[config.mk]
export PLATFORM = sky130hd
export DESIGN_NAME = udp_prg_loader
export DESIGN_NICKNAME = d
export VERILOG_FILES = /design/src/rtl/udp_prg_loader_pkg.sv /design/src/rtl/udp_prg_loader.sv
export SDC_FILE = /design/constraint.sdc
export NUM_CORES = 1
export LEC_CHECK = 0
export ABC_AREA = 1
export BUFFER_PORTS_ARGS = -buffer_cell sky130_fd_sc_hd__clkbuf_2
export CAP_MARGIN = 40
export CORE_ASPECT_RATIO = 1.4
export CORE_MARGIN = 5
export CORE_UTILIZATION = 59
export DETAILED_ROUTE_END_ITERATION = 8
export PLACE_DENSITY_LB_ADDON = 0.05
export SYNTH_ARGS = -nofsm -noshare
export SYNTH_HDL_FRONTEND = slang
export SYNTH_SLANG_ARGS = --single-unit
[constraint.sdc]
create_clock -name E_RXC -period 2.7 [get_ports E_RXC]
set_clock_uncertainty 0.2 [all_clocks]
set_input_delay 0 -clock E_RXC [delete_from_list [all_inputs] [get_ports E_RXC]]
set_output_delay 0 -clock E_RXC [all_outputs]
set_load 0.05 [all_outputs]
[src/rtl/udp_prg_loader_pkg.sv]
// rtl/udp_prg_loader_pkg.sv - shared types and constants for the UDP program loader
package udp_prg_pkg;

  typedef enum logic [1:0] {
    ST_IDLE,
    ST_HDR,
    ST_LOAD,
    ST_CSUM
  } state_t;

  localparam logic [1:0] ERR_MAGIC = 2'd0;
  localparam logic [1:0] ERR_ALIGN = 2'd1;
  localparam logic [1:0] ERR_LEN   = 2'd2;
  localparam logic [1:0] ERR_CSUM  = 2'd3;

  localparam logic [31:0] DEF_MAGIC = 32'h5256_3332;

  localparam int unsigned HDR_MAGIC   = 0;
  localparam int unsigned HDR_BASE    = 1;
  localparam int unsigned HDR_COUNT   = 2;
  localparam int unsigned HDR_PAYLOAD = 3;

endpackage

[src/rtl/udp_prg_loader.sv]
// rtl/udp_prg_loader.sv - streams a received program image from the UDP word buffer into imem
module udp_prg_loader
  import udp_prg_pkg::*;
#(
  parameter int          BUF_AW  = 9,
  parameter int          IMEM_AW = 12,
  parameter logic [31:0] MAGIC   = DEF_MAGIC
) (
  input  logic               E_RXC,
  input  logic               rst,
  input  logic               start,
  output logic               buf_rd_en,
  output logic [BUF_AW-1:0]  buf_rd_addr,
  input  logic [31:0]        buf_rd_data,
  output logic               imem_we,
  output logic [IMEM_AW-1:0] imem_addr,
  output logic [31:0]        imem_wdata,
  output logic               cpu_run,
  output logic               busy,
  output logic               done,
  output logic               error,
  output logic [1:0]         err_code
);

  localparam logic [31:0]       LEN_MAX   = 32'((64'd1 << BUF_AW) - 64'd4);
  localparam logic [BUF_AW-1:0] A_MAGIC   = BUF_AW'(HDR_MAGIC);
  localparam logic [BUF_AW-1:0] A_BASE    = BUF_AW'(HDR_BASE);
  localparam logic [BUF_AW-1:0] A_COUNT   = BUF_AW'(HDR_COUNT);
  localparam logic [BUF_AW-1:0] A_PAYLOAD = BUF_AW'(HDR_PAYLOAD);
  localparam logic [BUF_AW-1:0] ONE       = BUF_AW'(1);

  state_t               state;
  logic                 rd_valid;
  logic [BUF_AW-1:0]    rd_addr_q;
  logic [BUF_AW-1:0]    n_words;
  logic [BUF_AW-1:0]    pay_cnt;
  logic [BUF_AW-1:0]    last_addr;
  logic [IMEM_AW-1:0]   base_word;
  logic [31:0]          acc;
  logic                 chk_fail;
  logic [1:0]           chk_code;

  assign last_addr = n_words + A_PAYLOAD;

  // Every check is evaluated on the cycle its word is on buf_rd_data.
  always_comb begin
    chk_fail = 1'b0;
    chk_code = ERR_MAGIC;
    if (rd_valid) begin
      if (state == ST_HDR) begin
        if (rd_addr_q == A_MAGIC && buf_rd_data != MAGIC) begin
          chk_fail = 1'b1;
          chk_code = ERR_MAGIC;
        end else if (rd_addr_q == A_BASE && buf_rd_data[1:0] != 2'b00) begin
          chk_fail = 1'b1;
          chk_code = ERR_ALIGN;
        end else if (rd_addr_q == A_COUNT &&
                     (buf_rd_data == 32'd0 || buf_rd_data > LEN_MAX)) begin
          chk_fail = 1'b1;
          chk_code = ERR_LEN;
        end
      end else if (state == ST_CSUM && buf_rd_data != acc) begin
        chk_fail = 1'b1;
        chk_code = ERR_CSUM;
      end
    end
  end

  always_ff @(posedge E_RXC) begin
    if (!rst) begin
      state       <= ST_IDLE;
      rd_valid    <= 1'b0;
      rd_addr_q   <= '0;
      n_words     <= '0;
      pay_cnt     <= '0;
      base_word   <= '0;
      acc         <= '0;
      buf_rd_en   <= 1'b0;
      buf_rd_addr <= '0;
      imem_we     <= 1'b0;
      imem_addr   <= '0;
      imem_wdata  <= '0;
      cpu_run     <= 1'b0;
      busy        <= 1'b0;
      done        <= 1'b0;
      error       <= 1'b0;
      err_code    <= ERR_MAGIC;
    end else begin
      done      <= 1'b0;
      error     <= 1'b0;
      imem_we   <= 1'b0;
      rd_valid  <= buf_rd_en;
      rd_addr_q <= buf_rd_addr;

      // Header reads (and the first payload read) go out before N is known;
      // a bad N aborts the stream anyway.
      if (buf_rd_en) begin
        if (buf_rd_addr <= A_PAYLOAD) begin
          buf_rd_addr <= buf_rd_addr + ONE;
        end else if (buf_rd_addr == last_addr) begin
          buf_rd_en <= 1'b0;
        end else begin
          buf_rd_addr <= buf_rd_addr + ONE;
        end
      end

      case (state)
        ST_IDLE: begin
          if (start && !done && !error) begin
            state       <= ST_HDR;
            busy        <= 1'b1;
            cpu_run     <= 1'b0;
            acc         <= '0;
            pay_cnt     <= '0;
            err_code    <= ERR_MAGIC;
            buf_rd_en   <= 1'b1;
            buf_rd_addr <= '0;
            rd_valid    <= 1'b0;
          end
        end
        ST_HDR: begin
          if (rd_valid) begin
            if (rd_addr_q == A_BASE) begin
              base_word <= buf_rd_data[IMEM_AW+1:2];
            end
            if (rd_addr_q == A_COUNT) begin
              n_words <= buf_rd_data[BUF_AW-1:0];
              state   <= ST_LOAD;
            end
          end
        end
        ST_LOAD: begin
          if (rd_valid) begin
            imem_we    <= 1'b1;
            imem_addr  <= base_word + IMEM_AW'(pay_cnt);
            imem_wdata <= buf_rd_data;
            acc        <= acc + buf_rd_data;
            pay_cnt    <= pay_cnt + ONE;
            if (pay_cnt == n_words - ONE) begin
              state <= ST_CSUM;
            end
          end
        end
        ST_CSUM: begin
          if (rd_valid && !chk_fail) begin
            done    <= 1'b1;
            cpu_run <= 1'b1;
            busy    <= 1'b0;
            state   <= ST_IDLE;
          end
        end
        default: state <= ST_IDLE;
      endcase

      // Abort drops the stream and discards anything still in flight.
      if (chk_fail) begin
        error     <= 1'b1;
        err_code  <= chk_code;
        state     <= ST_IDLE;
        busy      <= 1'b0;
        buf_rd_en <= 1'b0;
        rd_valid  <= 1'b0;
      end
    end
  end

endmodule

==> out/metrics.cfg <==
[logic_synthesis]
synthTopCellsByCount = nand2_1, nor2_1, inv_1
syn-num-nets = 1322
ys_top_cells_by_area = dfxtp_1, nand2_1, nor2_1
yosysMostFrequentCell = nand2_1
synth_top_area_cell = dfxtp_1
synthArstFlopShare_pct = 0
synth_area_um2 = 8180
ys_seq_area_share_pct = 33.0
synth_top_area_share_pct = 33.0
synthCells = 1237
synth_warnings = 0
synth-edff-count = 0
ys.flop_type = dfxtp_1
synthDistinctLibCells = 48
ys_seq_elements = 135
synth.avg_cell_area_um2 = 6.61

[die]
dieArea_um2 = 16400
start_util_pct = 59.4
ios = 96
die_y_um = 149
coreArea_um2 = 13800
die_w_um = 110
num_rows = 51

[clock_tree]
cts-root-buf = clkbuf_16
cts_sinks = 135
cts_buffer_depth = 2
htreeDepth = 4
clk_latency_ps = 430
cts_made_buffers = 17
clk_pin_slew_ps = 60
cts_tree = yes

[timing]
hold_viol = 0
relSlewSlack_pct = 54.0
period_minus_slack_ps = 2510
finalCritPeriodShare_pct = 93.0
worst_pin_slew_ps = 689
slew_viol_final = 0
fmax_ghz = 0.398
setup_viol = 0
setup_tns_ps = 0

[setup_path]
slowest_delay_ps = 540
cp_max_fo = 6
crit_start = buf_rd_data[4]
worstReg2RegStart = acc[4]
worstPathArrival_ps = 2630
cpMostUsedCell = nand2_1
worst_path_max_delay_cell = dlygate4sd3_1
crit_path_end_kind = flop
crit_family = buffers and inverters
cp_num_buf_inv = 4
r2r_end = acc[20]
path_cells = dlygate4sd3_1, clkbuf_2, ha_1, inv_1, nor3_1, a21oi_2, inv_1, nand2_1, nand2_1, nand2_1, o21ai_0, a21oi_1, o21ai_0, nand2_1
r2r_setup_slack_ps = 240
required_ps = 2820
worstSetupPathType = input port to flop
rr_worst_depth = 12
start_kind = input port

[pwr]
switching_share_pct = 34.4
power_leakage_nw = 4.53
switching_power_mw = 2.03
p_seq_share_pct = 37.0
comb_power_share_pct = 24.1
finalPower_mw = 5.91
p_int_mw = 3.88
ir_drop_mv = 0.390
pwr-share-clk_pct = 38.9
power.density_nw_per_um2 = 606

[grt]
grt_max_degree = 75
first_global_vias = 8357
grt_util_all_layers_pct = 31.6
antenna_found_initial = 0
grt_pass1_wl_um = 40100
grt_overflow = 0

[finish]
drive_gt1_share_pct = 12.2
syn_to_final_growth_pct = 19.2
stdcell_count = 1559
diodes = 0
nNetsFinal = 1446

[detailed_routing]
wl_per_cell_um = 16.1
vias = 8564
drc = 0
ant_nets = 0
firstDrtPassIters = 5
drt_iter0_drc = 601
wirelength_um = 25100
viasPerCell = 5.49

[worst_hold_path]
hp-class = flop to flop
hold_path_startpoint = cpu_run
min_path_cells = 2
whs_endpoint = cpu_run

[place]
port_buffers = 95
routabilityCongestion = 1.04
place_inst = 1493
dpl.hpwl_um = 18600

[run_status]
outcome = finished clean

[run]
cap_violations = 0

cell type report:
class | count | area [um2]
repair buffers | 138 | 896
fillers | 1206 | 4030
multi-input cells | 926 | 4810
well taps | 185 | 231
inverters | 143 | 539
flip-flops and latches | 135 | 2700
clock buffers | 17 | 425
clock inverters | 15 | 153
kinds of logic (layout without fill, tap and decap cells):
kind of cell	Yosys count	count (layout)	share of synthesized area, %
AO/OA/AOI/OAI	269	269	17.8
XOR/XNOR	27	27	2.98
adder cells (fa/ha/maj)	50	50	7.83
buffers and inverters	176	313	8.37
flip-flops	135	135	33.0
AND/OR/NAND/NOR	580	580	30.0
registers in the layout, summed over array words and instances, names as in the netlist, 2 cells and up:
signal / count
acc: 32
base_word: 12
buf_rd_addr: 9
err_code: 2
imem_addr: 12
imem_wdata: 32
n_words: 9
pay_cnt: 9
rd_addr_q: 9
state: 2
layout by cell type, fill, tap and decap left out, types with 5 or more instances in the layout:
cell type and count:
clkbuf_16 17, nand3_1 73, o21ai_0 120, o21ai_1 8, buf_4 8, or2_2 8
nor2_1 184, a21oi_1 105, o211ai_1 8, ha_1 48, a21o_1 5, xor2_1 20
nand4_1 21, nor4_1 7, o21a_1 5, nand2_1 249, nor3_1 21, clkinv_2 5
clkbuf_2 95, dlygate4sd3_1 34, xnor2_1 5, inv_1 138, dfxtp_1 135
per-stage QoR:
stage	utilization, %	hold slack, ps	cell area (um2)	setup slack, ps
final	70.8	250	9750	190
after CTS	70.7	222	9740	206
after global routing	70.8	253	9750	-48.9
after detailed placement	64.0	108	8820	218
after floorplan	-	-56.3	8180	517
after global placement	64.0	98.9	8820	265
power groups by stage:
stage	registers (mW)	logic, mW	clock network [mW]
3_3_place_gp	2.23	1.36	0
3_5_place_dp	2.23	1.37	0
5_1_grt	2.20	1.57	2.42
2_1_floorplan	2.42	0.767	0
6_report	2.19	1.42	2.30
4_1_cts	2.19	1.41	2.33
layer usage:
layer	vias to the layer above	GRT usage, %	part of all wire (%)
met1	3877	35.1	39
li1	4338	-	-
met5	-	0	0
met4	0	18.6	5.4
met2	250	55.5	51
met3	99	5.20	4.2
worst max-delay path by stage:
stage / end / cells after the start / slack (ps)
after floorplan: buf_rd_addr[0] / 15 / 520
after global placement: buf_rd_addr[7] / 16 / 260
after detailed placement: buf_rd_addr[5] / 16 / 220
after CTS: buf_rd_addr[5] / 16 / 210
after global routing: acc[20] / 14 / -50
final: acc[20] / 14 / 190
timing repair:
action                     CTS  global route
hold endpoints to repair    75             0
gates resized for setup      0             4
setup endpoints to repair    0             8
hold buffers                34             0
setup buffers                0             0
worst reg2reg max path: cells and delay by family, from the launching register on:
| kind | cells | cell delay (ps) |
|---|---|---|
| DFF | 1 | 320 |
| buffers and inverters | 2 | 180 |
| AOI/OAI and AO/OA | 4 | 650 |
| and+or+nand+nor | 5 | 630 |
| adders and majority gates | 1 | 370 |
(Power assumes the default switching activity.)
